[config.mk]
export PLATFORM = sky130hd
export DESIGN_NAME = stage_if_fetch_flat
export DESIGN_NICKNAME = d
export VERILOG_FILES = /design/src/rtl/stage_if_fetch_if.sv /design/src/rtl/stage_if_fetch.sv /design/src/flat_wrapper.sv
export SDC_FILE = /design/constraint.sdc
export NUM_CORES = 1
export LEC_CHECK = 0
export CORE_MARGIN = 2
export CORE_UTILIZATION = 45
export DETAILED_ROUTE_END_ITERATION = 8
export PLACE_DENSITY = 0.77
export SETUP_SLACK_MARGIN = 0.2
export SLEW_MARGIN = 0
export SYNTH_ARGS = -nofsm -noshare
export SYNTH_HDL_FRONTEND = slang
export SYNTH_SLANG_ARGS = --single-unit
[constraint.sdc]
create_clock -name clk -period 4.9 [get_ports clk]
set_input_delay 1.225 -clock clk [delete_from_list [all_inputs] [get_ports clk]]
set_output_delay 1.225 -clock clk [all_outputs]
set_load 0.01 [all_outputs]
[src/rtl/stage_if_fetch_if.sv]
// Instruction-memory request/response channel between the fetch stage (master)
// and instruction memory (slave).
interface stage_if_fetch_if #(
    parameter int unsigned ADDR_WIDTH = 32,
    parameter int unsigned INST_WIDTH = 32
) ();
    logic                  imem_req_valid;
    logic [ADDR_WIDTH-1:0] imem_req_addr;
    logic                  imem_req_ready;
    logic                  imem_resp_valid;
    logic [INST_WIDTH-1:0] imem_resp_data;

    modport master (
        output imem_req_valid,
        output imem_req_addr,
        input  imem_req_ready,
        input  imem_resp_valid,
        input  imem_resp_data
    );

    modport slave (
        input  imem_req_valid,
        input  imem_req_addr,
        output imem_req_ready,
        output imem_resp_valid,
        output imem_resp_data
    );
endinterface

[src/rtl/stage_if_fetch.sv]
// Instruction-fetch stage: owns the PC, issues in-order imem requests, buffers words for ID.
// Optional performance counters are built when IF_PERF_CNT_EN is defined.
module stage_if_fetch #(
    parameter int unsigned           INST_WIDTH      = 32,
    parameter int unsigned           ADDR_WIDTH      = 32,
    parameter int unsigned           FIFO_DEPTH      = 4,
    parameter int unsigned           MAX_OUTSTANDING = 4,
    parameter logic [ADDR_WIDTH-1:0] RESET_PC        = '0
) (
    input  logic                  clk,
    input  logic                  rst,
    stage_if_fetch_if.master      imem,
    input  logic                  redirect_valid_i,
    input  logic [ADDR_WIDTH-1:0] redirect_pc_i,
    input  logic                  stall_i,
    output logic [INST_WIDTH-1:0] instruction_o,
    output logic [ADDR_WIDTH-1:0] inst_pc_o,
    output logic                  inst_valid_o
`ifdef IF_PERF_CNT_EN
    ,
    output logic [31:0]           perf_fetched_o,
    output logic [31:0]           perf_dropped_o,
    output logic [31:0]           perf_redirects_o
`endif
);
    localparam int unsigned PW = (FIFO_DEPTH > 1) ? $clog2(FIFO_DEPTH) : 1;
    localparam int unsigned CW = PW + 1;
    localparam int unsigned IW = $clog2(MAX_OUTSTANDING + 1);
    localparam int unsigned TW = (MAX_OUTSTANDING > 1) ? $clog2(MAX_OUTSTANDING) : 1;
    localparam int unsigned OW = ((CW > IW) ? CW : IW) + 1;
    localparam logic [INST_WIDTH-1:0] NOP = INST_WIDTH'(32'h0000_0013);

    logic [ADDR_WIDTH-1:0] pc_q, pc_d;
    logic [IW-1:0]         inflight_q, inflight_d;
    logic [IW-1:0]         drop_q, drop_d;
    logic [CW-1:0]         count_q, count_d;
    logic [PW-1:0]         rd_ptr_q, rd_ptr_d;
    logic [PW-1:0]         wr_ptr_q, wr_ptr_d;
    logic [TW-1:0]         tag_rd_q, tag_rd_d;
    logic [TW-1:0]         tag_wr_q, tag_wr_d;

    logic [INST_WIDTH-1:0] fifo_data_q [FIFO_DEPTH];
    logic [ADDR_WIDTH-1:0] fifo_pc_q   [FIFO_DEPTH];
    logic [ADDR_WIDTH-1:0] tag_q       [MAX_OUTSTANDING];

    logic [OW-1:0] occupancy;
    logic          credit;
    logic          req_fire;
    logic          resp_fire;
    logic          push;
    logic          pop;

    function automatic logic [TW-1:0] tag_inc(input logic [TW-1:0] p);
        return (p == TW'(MAX_OUTSTANDING - 1)) ? '0 : p + TW'(1);
    endfunction

    // Words already buffered plus words still coming back, minus those destined for the bin.
    assign occupancy = OW'(count_q) + OW'(inflight_q) - OW'(drop_q);
    assign credit    = (occupancy < OW'(FIFO_DEPTH)) && (inflight_q < IW'(MAX_OUTSTANDING));

    assign imem.imem_req_valid = credit && !redirect_valid_i && !rst;
    assign imem.imem_req_addr  = pc_q;

    assign req_fire  = imem.imem_req_valid && imem.imem_req_ready;
    assign resp_fire = imem.imem_resp_valid && (inflight_q != '0);
    assign push      = resp_fire && !redirect_valid_i && (drop_q == '0);
    assign pop       = inst_valid_o && !stall_i && !redirect_valid_i;

    assign inst_valid_o  = (count_q != '0) && !rst;
    assign instruction_o = inst_valid_o ? fifo_data_q[rd_ptr_q] : NOP;
    assign inst_pc_o     = inst_valid_o ? fifo_pc_q[rd_ptr_q] : '0;

    always_comb begin
        pc_d       = pc_q;
        inflight_d = inflight_q + IW'(req_fire) - IW'(resp_fire);
        drop_d     = drop_q;
        count_d    = count_q + CW'(push) - CW'(pop);
        rd_ptr_d   = pop  ? rd_ptr_q + PW'(1) : rd_ptr_q;
        wr_ptr_d   = push ? wr_ptr_q + PW'(1) : wr_ptr_q;
        tag_wr_d   = req_fire  ? tag_inc(tag_wr_q) : tag_wr_q;
        tag_rd_d   = resp_fire ? tag_inc(tag_rd_q) : tag_rd_q;

        if (req_fire) begin
            pc_d = pc_q + ADDR_WIDTH'(4);
        end
        if (resp_fire && (drop_q != '0)) begin
            drop_d = drop_q - IW'(1);
        end

        if (redirect_valid_i) begin
            pc_d     = redirect_pc_i & ~ADDR_WIDTH'(3);
            drop_d   = inflight_q - IW'(resp_fire);
            count_d  = '0;
            rd_ptr_d = '0;
            wr_ptr_d = '0;
        end
    end

    always_ff @(posedge clk) begin
        if (rst) begin
            pc_q       <= RESET_PC;
            inflight_q <= '0;
            drop_q     <= '0;
            count_q    <= '0;
            rd_ptr_q   <= '0;
            wr_ptr_q   <= '0;
            tag_rd_q   <= '0;
            tag_wr_q   <= '0;
        end else begin
            pc_q       <= pc_d;
            inflight_q <= inflight_d;
            drop_q     <= drop_d;
            count_q    <= count_d;
            rd_ptr_q   <= rd_ptr_d;
            wr_ptr_q   <= wr_ptr_d;
            tag_rd_q   <= tag_rd_d;
            tag_wr_q   <= tag_wr_d;
        end
    end

    // Storage needs no reset: the counters and pointers decide what is live.
    always_ff @(posedge clk) begin
        if (push) begin
            fifo_data_q[wr_ptr_q] <= imem.imem_resp_data;
            fifo_pc_q[wr_ptr_q]   <= tag_q[tag_rd_q];
        end
        if (req_fire) begin
            tag_q[tag_wr_q] <= pc_q;
        end
    end

    always_ff @(posedge clk) begin
        if (!rst) begin
            assert (!(push && !pop && (count_q == CW'(FIFO_DEPTH))));
        end
    end

`ifdef IF_PERF_CNT_EN
    logic [31:0] perf_fetched_q;
    logic [31:0] perf_dropped_q;
    logic [31:0] perf_redirects_q;

    always_ff @(posedge clk) begin
        if (rst) begin
            perf_fetched_q   <= '0;
            perf_dropped_q   <= '0;
            perf_redirects_q <= '0;
        end else begin
            if (push && (perf_fetched_q != '1)) begin
                perf_fetched_q <= perf_fetched_q + 32'd1;
            end
            if (resp_fire && !push && (perf_dropped_q != '1)) begin
                perf_dropped_q <= perf_dropped_q + 32'd1;
            end
            if (redirect_valid_i && (perf_redirects_q != '1)) begin
                perf_redirects_q <= perf_redirects_q + 32'd1;
            end
        end
    end

    assign perf_fetched_o   = perf_fetched_q;
    assign perf_dropped_o   = perf_dropped_q;
    assign perf_redirects_o = perf_redirects_q;
`endif
endmodule

[src/flat_wrapper.sv]
// flat-port wrapper written by rule: the top's interface ports become plain ports
module stage_if_fetch_flat 
#(
    parameter int unsigned           INST_WIDTH      = 32,
    parameter int unsigned           ADDR_WIDTH      = 32,
    parameter int unsigned           FIFO_DEPTH      = 4,
    parameter int unsigned           MAX_OUTSTANDING = 4,
    parameter logic [ADDR_WIDTH-1:0] RESET_PC        = '0
)
  (clk, rst, redirect_valid_i, redirect_pc_i, stall_i, instruction_o, inst_pc_o, inst_valid_o, imem_imem_req_valid, imem_imem_req_addr, imem_imem_req_ready, imem_imem_resp_valid, imem_imem_resp_data);
  stage_if_fetch_if #(.ADDR_WIDTH(ADDR_WIDTH), .INST_WIDTH(INST_WIDTH)) imem_i ();
  input  logic clk;
  input  logic rst;
  input  logic redirect_valid_i;
  input  logic [ADDR_WIDTH-1:0] redirect_pc_i;
  input  logic stall_i;
  output logic [INST_WIDTH-1:0] instruction_o;
  output logic [ADDR_WIDTH-1:0] inst_pc_o;
  output logic inst_valid_o;
  output wire logic [$bits(imem_i.imem_req_valid)-1:0] imem_imem_req_valid;
  output wire logic [$bits(imem_i.imem_req_addr)-1:0] imem_imem_req_addr;
  input wire logic [$bits(imem_i.imem_req_ready)-1:0] imem_imem_req_ready;
  input wire logic [$bits(imem_i.imem_resp_valid)-1:0] imem_imem_resp_valid;
  input wire logic [$bits(imem_i.imem_resp_data)-1:0] imem_imem_resp_data;
  assign imem_imem_req_valid = imem_i.imem_req_valid;
  assign imem_imem_req_addr = imem_i.imem_req_addr;
  assign imem_i.imem_req_ready = imem_imem_req_ready;
  assign imem_i.imem_resp_valid = imem_imem_resp_valid;
  assign imem_i.imem_resp_data = imem_imem_resp_data;
  stage_if_fetch #(.INST_WIDTH(INST_WIDTH), .ADDR_WIDTH(ADDR_WIDTH), .FIFO_DEPTH(FIFO_DEPTH), .MAX_OUTSTANDING(MAX_OUTSTANDING), .RESET_PC(RESET_PC)) u_core (.clk(clk), .rst(rst), .imem(imem_i), .redirect_valid_i(redirect_valid_i), .redirect_pc_i(redirect_pc_i), .stall_i(stall_i), .instruction_o(instruction_o), .inst_pc_o(inst_pc_o), .inst_valid_o(inst_valid_o));
endmodule
# == Word level (Yosys, flattened, before mapping) ==
# Memory sizes are Yosys's and may differ from the RTL's. A register that Yosys moved wholly into a read port is not among the register bits.
# Index checks and enable logic that the tools add are counted.
# Widths: inputs -> output; s select.
# classes
eq_ne,2
n_mux,18
reduce_logical,21
order_cmp,2
addsub,13
# op_table
cell,n
$mux 32,4
$add 32x3->32 const B,1
$mux 2,8
$logic_and 1x1->1,11
$reduce_bool 3->1,3
$sub 3x1->3,3
$add 2x1->2 const B,4
$add 3x1->3,2
$mux 3,2
$add 3x3->4,1
$eq 2x2->1 const B,2
$lt 4x3->1 const B,1
$mux 1,4
$reduce_bool 2->1,2
$sub 4x3->4,1
$logic_not 1->1,3
$logic_not 3->1,1
$lt 3x3->1 const B,1
$sub 3x1->3 const B,1
$reduce_or 2->1,1
# totals
out_inout_bits,98
register_bits,49
word_cells,68
mem_count,3
mem_bits_rw,384
in_bits,70
# memory_table
memory,depth,word_bits,rd,rd_clocked_by_memory_dff,wr,line_no,rtl
u_core.fifo_data_q,4,32,1,1,1,stage_if_fetch.sv:42,logic [INST_WIDTH-1:0] fifo_data_q [FIFO_DEPTH];
u_core.fifo_pc_q,4,32,1,1,1,stage_if_fetch.sv:43,logic [ADDR_WIDTH-1:0] fifo_pc_q [FIFO_DEPTH];
u_core.tag_q,4,32,1,1,1,stage_if_fetch.sv:44,logic [ADDR_WIDTH-1:0] tag_q [MAX_OUTSTANDING];

# == Longest topological paths before layout ==
# Gate-level depths: netlist of the first run.
# logic_depth
ltp_word,9
mapped_depth,13
mapped_depth_nobuf,12

# == Worst setup path before layout of the first run ==
# No wires, ideal clock.
# synth_path
path_kind,input port to flip-flop
startpoint,input redirect_valid_i
endpoint,"memory u_core.fifo_data_q[1][0], enable pin"
required_ns,4.474
setup_slack_ns,0.847
n_path_buf,2
t_arrival_ns,3.627
cell_stages,4
setup_time_ns,0.426
path_cell_list,clkbuf_1 clkbuf_1 nor4b_2 and2_1
# synth_via
elab_chain_cells,5
# synth_rtl
item,line_no,rtl
from (decl),flat_wrapper.sv:14,input logic redirect_valid_i;
$logic_not 1->1,stage_if_fetch.sv:66,assign push = resp_fire && !redirect_valid_i && (drop_q == '0);
$logic_and 1x1->1 (2 in a row),stage_if_fetch.sv:66,
named net u_core.push,stage_if_fetch.sv:50,logic push;
$mux 1,stage_if_fetch.sv:123,if (push) begin
$mux 1 (not written as such),stage_if_fetch.sv:124,fifo_data_q[wr_ptr_q] <= imem.imem_resp_data;
to (decl),stage_if_fetch.sv:42,
# The timed path passes the listed nets, and every way through them passes these cells.

# == Worst setup path after layout of the first run ==
# layout_path
startpoint,input rst
endpoint,output instruction_o[0]
# layout_via
elab_chain_cells,3
# layout_rtl
item,line_no,rtl
from (decl),flat_wrapper.sv:13,input logic rst;
$logic_not 1->1,stage_if_fetch.sv:69,assign inst_valid_o = (count_q != '0) && !rst;
$logic_and 1x1->1,stage_if_fetch.sv:69,
$mux 32,stage_if_fetch.sv:70,assign instruction_o = inst_valid_o ? fifo_data_q[rd_ptr_q] : NOP;
to (decl),flat_wrapper.sv:17,output logic [INST_WIDTH-1:0] instruction_o;
# Every way passes these cells.

==> metrics.md, run 1 <==
| Metric | Value |
|---|---|
| Status | completed |
| Antenna violations before repair | 0 |
| Power per standard cell area | about 400 mW/mm^2 |
| WHS Endpoint | u_core.tag_wr_q[1]$_SDFFE_PP0P_ |
| Final core utilization | 0.5573 |
| Leakage | about 6.5 nW |
| Routability cong. | between 0.8 and 0.9 |
| Fin crit share | 0.8770 |
| Post-synthesis compound-gate area fraction | 0.03440 |
| CTS tree | done |
| Clock Skews | roughly 0.026 ns |
| Final setup viols | 0 |
| Synth cell count leaders | 368 x edfxtp_1, 92 x mux4_2, 69 x and2_1, 51 x dfxtp_1, 41 x clkbuf_1 |
| Least-Margin Pin Slew | just over 1 ns |
| Fillcell total | 2814 |
| Bufs on Longest Clock Path | 3 |
| Layout cells sized above 1 | 0.1716 |
| Setup TNS | 0 ns |
| Grt total ovfl | 0 |
| MaxCap Viol Count | 0 |
| Worst Setup End Kind | primary output |
| Mapped cell area | between 0.015 and 0.02 sq mm |
| Synth Area in XOR/XNOR | 0.005733 |
| Main combinational cell family by area after synthesis | multiplexers |
| Hold WC Path Type | reg2reg |
| #FFs+latches synth | around 420 |
| Total Die Area | between 0.03 and 0.04 sq mm |
| Final ANT Viol Nets | 0 |
| Critical path fanouts, max | 11 |
| Register Area | 0.01208 sq mm |
| Worst reg2reg path endpoint | u_core.imem.imem_req_addr[12]$_SDFFE_PP0P_ |
| Final WS setup | approximately 0.6 ns |
| Die width | slightly below 200 um |
| Post-synth top flop | edfxtp_1 |
| Fin. max-slew vios | 0 |
| Worst hold slack | approximately 0.5 ns |
| Ys async rst share | 0 |
| Setup Crit Path Kind | in2out |
| H-tree depth | 2 |
| Drt pass-1 iters | 5 |
| Power after layout | approximately 8.3 mW |
| Multi-input logic area | ~0.0044 sq mm |
| Max_slew headroom | 0.3076 |
| Clock Tree Root | clkbuf_16 |
| R2R Setup Slk | between 1 and 1.5 ns |
| Vias in the first global route | between 8000 and 9000 |
| CORE AREA | around 0.037 sq mm |
| Post-CTS Setup Repair Bufs | 0 |
| Post-synthesis mux area share | 0.1245 |
| Post-Layout Inst Area | a little over 0.02 sq mm |
| Sequential fraction of the synthesis area | 0.7183 |
| Clock Sinks | 419 |
| Minimum clock period | around 4.3 ns |
| Hold_sp | u_core.tag_wr_q[1]$_SDFFE_PP0P_ |
| Clk Latency, worst-skew pair | 0.54 ns |
| Initial Utilization | 0.4580 |
| Max IR drop VDD | around 270 uV |
| Unrepaired setup endpoints after global routing | no |
| Worst hold stages | 2 |
| Beginning of the worst register-to-register path | u_core.count_q[1]$_SDFF_PP0_ |
| Die H | a little under 200 um |
| Fin. Hold Viols | 0 |
| Synth Area in Simple Gates | 0.07385 |
| Fin nets | between 1000 and 1500 |
| Dpl ws | between 0.5 and 0.6 ns |
| Max Freq | approximately 230 MHz |
| Non-Filler Instances | between 1500 and 2000 |
| Cells after DPL | ~1500 |
| Vias | 8937 |
| CTS buffer count | 43 |
| Vias per inst | around 5.5 |
| Placed Area | between 0.015 and 0.02 sq mm |
| Post-Syn Instances | roughly 930 |
| IO Count | roughly 170 |
| Startpoint types | primary input |
| DRT iter0 DRCs | between 600 and 700 |
| Buffers on Ports | ~160 |
| Post-Synth Adder-Cell Area | 0.02040 |
| Critical Path AT | 3.07 ns |
| Largest cells by area after synthesis | edfxtp_1 66%, mux4_2 12%, dfxtp_1 6.1% |
| First-pass GRT wire length | between 50000 and 60000 um |
| WL/cell | between 20 and 25 um |
| DRC | 0 |
| Top-count cell post-synth | edfxtp_1 |
| Area growth, synth to finish | 21.69% |
| Detail Placement HPWL | 21000 um |
| Syn avg cell area | 17.99 sq um |
| Pin count of the biggest net entering global routing | 60 |
| Worst reg-to-reg path cell count | 11 |
| Required time worst endpoint | approximately 3.7 ns |
| Ys Warns | 0 |
| Clk pin slew, worst setup/hold paths | about 0.060 ns |
| Yosys cell types | 53 |
| Share of the synthesized area in the top cell type | 0.6575 |
| Routed Wire Length | 33060 um |
| Biggest area consumer among synthesized cells | edfxtp_1 |
| Number of flops mapped to enable cells by yosys | ~370 |
| GRT Resource Usage Total | 0.1750 |
| Placement Rows | 70 |
## layout by cell type, fill, tap and decap left out, types with 6 or more instances in the layout
| master | instances |
|---|---|
| dfxtp_1 | 47 |
| nand2_1 | 30 |
| nand3_1 | 12 |
| clkdlybuf4s50_1 | 159 |
| buf_12 | 6 |
| and2_1 | 65 |
| a21oi_1 | 9 |
| inv_1 | 34 |
| nand4_1 | 11 |
| a2111oi_0 | 8 |
| nor2b_1 | 8 |
| edfxtp_1 | 368 |
| clkbuf_16 | 44 |
| ha_1 | 21 |
| nor4_1 | 7 |
| and3_1 | 9 |
| xnor2_1 | 10 |
| a311oi_1 | 12 |
| nor2_1 | 30 |
| clkinv_2 | 7 |
| or3_1 | 8 |
| nor4b_1 | 7 |
| nor3_1 | 7 |
| clkbuf_1 | 16 |
| o21ai_0 | 7 |
| buf_4 | 19 |
| mux4_2 | 92 |
## worst max-delay path: stages
cell	delay (ns)
clkdlybuf4s50_1	0.62
buf_4	0.31
or3_1	0.37
clkdlybuf4s50_1	0.54
## worst max path at each step
| stage | start | to | slack (ns) | cells after the start |
|---|---|---|---|---|
| floorplan | redirect_valid_i | u_core.fifo_data_q[1][0]$_DFFE_PP_ | 0.85 | 4 |
| global placement | rst | imem_imem_req_valid | 0.51 | 4 |
| detailed placement | rst | imem_imem_req_valid | 0.55 | 4 |
| CTS | u_core.count_q[1]$_SDFF_PP0_ | imem_imem_req_valid | 0.24 | 8 |
| global route | u_core.count_q[1]$_SDFF_PP0_ | imem_imem_req_valid | 0.46 | 8 |
| finish | rst | instruction_o[0] | 0.60 | 4 |
## logic make-up after synthesis
kind of cell,Yosys count
flip-flops,419
XOR/XNOR,11
AND/OR/NAND/NOR,217
adder cells (fa/ha/maj),25
multiplexers,94
buffers and inverters,94
AO/OA/AOI/OAI,73
other,1
## flip-flops by register name, summed over array words and instances, names as in the netlist, 3 cells and up, named ones only
signal                     count
u_core.fifo_data_q           128
u_core.imem.imem_req_addr     30
u_core.inflight_q              3
u_core.fifo_pc_q             120
u_core.drop_q                  3
u_core.tag_q                 120
u_core.count_q                 3
## final cells by class
class	instances	area share
antenna	1	0.0001224
clock buffer	62	0.05812
clock inverter	17	0.009727
inverter	34	0.006240
multi-input combinational	424	0.2149
sequential	419	0.5907
tap	468	0.02863
timing repair buffer	186	0.09152
## metal layers
metal	GRT usage	routed length (um)	up-vias
met5	0	0	-
met3	0.03568	2362	41
li1	-	-	4061
met1	0.2506	14360	4500
met4	0.04288	558	0
met2	0.2774	15780	335
## power breakdown
part | switching [mW] | internal [mW]
registers | 0.103 | 4.10
logic | 0.462 | 0.425
clock network | 1.27 | 1.90
## timing repair
item	in CTS	in global routing
setup endpoints to repair	1	1
gates cloned	0	0
pin swaps	0	0
resized for setup	1	2
hold buffers	0	0
(Power assumes the default switching activity.)
==> run 2, diff against run 1 <==
PLACE_DENSITY = 0.73   (was 0.77)
SETUP_SLACK_MARGIN = 0.4   (was 0.2)
==> metrics.md, run 2 (synthesis gave the netlist of run 1 again) <==
| Metric | Value |
|---|---|
| Layout cells sized above 1 | 0.1681 (was 0.1716) |
| Minimum clock period | 4.254 ns (was 4.297 ns) |
| IO Count | 168 (unchanged) |
| Required time worst endpoint | 3.67 ns (about the same) |
| Drt pass-1 iters | 5 (unchanged) |
| Critical Path AT | 3.03 ns (was 3.07 ns) |
| GRT Resource Usage Total | 0.1772 (was 0.1750) |
| Total Die Area | 0.03891 sq mm (unchanged) |
| Worst reg2reg path endpoint | u_core.inflight_q[1]$_SDFF_PP0_ (was u_core.imem.imem_req_addr[12]$_SDFFE_PP0P_) |
| Cells after DPL | 1531 (unchanged) |
| Leakage | 6.485 nW (was 6.536 nW) |
| Setup Crit Path Kind | reg2out (was in2out) |
| Grt total ovfl | 0 (unchanged) |
| Die width | 197.3 um (unchanged) |
| CORE AREA | 0.03670 sq mm (unchanged) |
| First-pass GRT wire length | 52370 um (was 51730 um) |
| Fillcell total | 2823 (was 2814) |
| Buffers on Ports | 161 (unchanged) |
| Commonest non-fill, non-tap cell in the layout | edfxtp_1 (unchanged) |
| Max_slew headroom | 0.2350 (was 0.3076) |
| Worst Setup End Kind | primary output (unchanged) |
| Die H | 197.3 um (unchanged) |
| Worst hold stages | 2 (unchanged) |
| Setup TNS | 0 ns (unchanged) |
| MaxCap Viol Count | 0 (unchanged) |
| Clk pin slew, worst setup/hold paths | 0.06 ns (about the same) |
| Initial Utilization | 0.4580 (unchanged) |
| Clock Skews | 0.02220 ns (was 0.02598 ns) |
| Max Freq | 235.1 MHz (was 232.7 MHz) |
| DRT iter0 DRCs | 562 (was 630) |
| Power per standard cell area | 398.7 mW/mm^2 (was 404.1 mW/mm^2) |
| Fin crit share | 0.8681 (was 0.8770) |
| Hold_sp | u_core.tag_wr_q[1]$_SDFFE_PP0P_ (unchanged) |
| WHS Endpoint | u_core.tag_wr_q[1]$_SDFFE_PP0P_ (unchanged) |
| Clk Latency, worst-skew pair | 0.54 ns (about the same) |
| Most frequent cells in the layout | 368 x edfxtp_1, 159 x clkdlybuf4s50_1, 92 x mux4_2 (unchanged) |
| CTS buffer count | 44 (was 43) |
| Diode count | 0 (was 1) |
| Status | completed (unchanged) |
| Routed Wire Length | 33920 um (was 33060 um) |
| Hold WC Path Type | reg2reg (unchanged) |
| Routability cong. | 0.7991 (was 0.8039) |
| Detail Placement HPWL | 21130 um (was 21000 um) |
| Vias in the first global route | 9016 (was 8977) |
| Largest regs | u_core.fifo_data_q: 128 flops, u_core.fifo_pc_q: 120 flops, u_core.tag_q: 120 flops (unchanged) |
| Bufs on Longest Clock Path | 3 (unchanged) |
| Vias | 8942 (was 8937) |
| Max reg flops | 128 (unchanged) |
| Worst reg-to-reg path cell count | 12 (was 11) |
| Least-Margin Pin Slew | 1.139 ns (was 1.037 ns) |
| Area growth, synth to finish | 21.36% (was 21.69%) |
| R2R Setup Slk | 0.98 ns (was 1.02 ns) |
| Antenna violations before repair | 0 (unchanged) |
| Beginning of the worst register-to-register path | u_core.inflight_q[1]$_SDFF_PP0_ (was u_core.count_q[1]$_SDFF_PP0_) |
| Unrepaired setup endpoints after global routing | no (unchanged) |
| Startpoint types | flip-flop (was primary input) |
| Final ANT Viol Nets | 0 (unchanged) |
| Max IR drop VDD | 235.9 uV (was 267.7 uV) |
| Final setup viols | 0 (unchanged) |
| Post-CTS Setup Repair Bufs | 0 (unchanged) |
| WL/cell | 21.15 um (was 20.52 um) |
| Fin. Hold Viols | 0 (unchanged) |
| Fin nets | 1204 (was 1203) |
| Vias per inst | 5.575 (was 5.547) |
| Clock Sinks | 419 (unchanged) |
| CTS tree | done (unchanged) |
| Clock Tree Root | clkbuf_16 (unchanged) |
| Fin. max-slew vios | 0 (unchanged) |
| H-tree depth | 2 (unchanged) |
| DRC | 0 (unchanged) |
| Biggest register | u_core.fifo_data_q (unchanged) |
| Non-Filler Instances | 1604 (was 1611) |
| Critical path fanouts, max | 4 (was 11) |
| Pin count of the biggest net entering global routing | 61 (was 60) |
| Placement Rows | 70 (unchanged) |
-- run 2: changes by cell type in the layout (fill, tap and decap cells not counted), sizes merged --
cell,previous run,this run
clkinv,11,12
clkinvlp,1,3
dlymetal6s2s,1,0
dlygate4sd2,0,1
diode,1,0
bufinv,4,2
clkbuf,62,55
-- run 2: layer usage --
metal | global-route usage | wire, um
met5 | 0 | 0
met4 | 0.04539 | 625
met3 | 0.02817 | 1889
met2 | 0.2872 | 16370
met1 | 0.2529 | 15040
-- run 2: worst max path at each step --
stage                                         start                                 end  slack (ns)
finish              u_core.inflight_q[1]$_SDFF_PP0_                 imem_imem_req_valid        0.65
CTS                    u_core.count_q[1]$_SDFF_PP0_                 imem_imem_req_valid        0.55
detailed placement                              rst                   instruction_o[30]        0.66
floorplan                          redirect_valid_i  u_core.fifo_data_q[1][0]$_DFFE_PP_        0.85
global placement                                rst                   instruction_o[30]        0.69
global route           u_core.count_q[1]$_SDFF_PP0_                 imem_imem_req_valid        0.42
-- run 2: stage by stage --
stage / hold WS (ns) / utilization / setup WS (ns) / instance area, sq um / power, mW
final: 0.5102 / 0.5558 / 0.6463 / 20400 / 8.133
after global routing: 0.5387 / 0.5558 / 0.4177 / 20400 / 8.454
after CTS: 0.5119 / 0.5556 / 0.5485 / 20390 / 8.218
after detailed placement: 0.5037 / 0.5200 / 0.6555 / 19080 / 5.166
after global placement: 0.4824 / 0.5200 / 0.6875 / 19080 / 5.133
after floorplan: 0.4692 / - / 0.8467 / 16820 / 4.821
-- run 2: layout make-up --
| type | instances | area (sq um) | share of cell area |
|---|---|---|---|
| Clock buffer | 55 | 1164 | 0.05705 |
| Clock inverter | 18 | 142.6 | 0.006993 |
| Inverter | 34 | 127.6 | 0.006257 |
| Multi-Input combinational cell | 424 | 4389 | 0.2152 |
| Sequential cell | 419 | 12080 | 0.5924 |
| Tap cell | 468 | 585.6 | 0.02871 |
| Timing Repair Buffer | 186 | 1906 | 0.09343 |
-- run 2: where the power goes --
part,internal [mW],switching [mW],total [mW]
clock,1.78,1.28,3.05
sequential,4.10,0.104,4.21
combinational,0.421,0.450,0.871
-- run 2: critical path: stages (launching register included) --
cell           delay (ns)
dfxtp_1              0.38
inv_1                0.14
fa_1                 0.50
inv_1                0.05
ha_1                 0.30
and4b_4              0.22
o31a_1               0.33
nor4b_1              0.28
dlygate4sd2_1        0.30
-- run 2: timing repair --
item,4_1_cts,5_1_grt
setup endpoints to repair,1,1
resized for setup,1,1
hold buffers,0,0
pin swaps,0,0
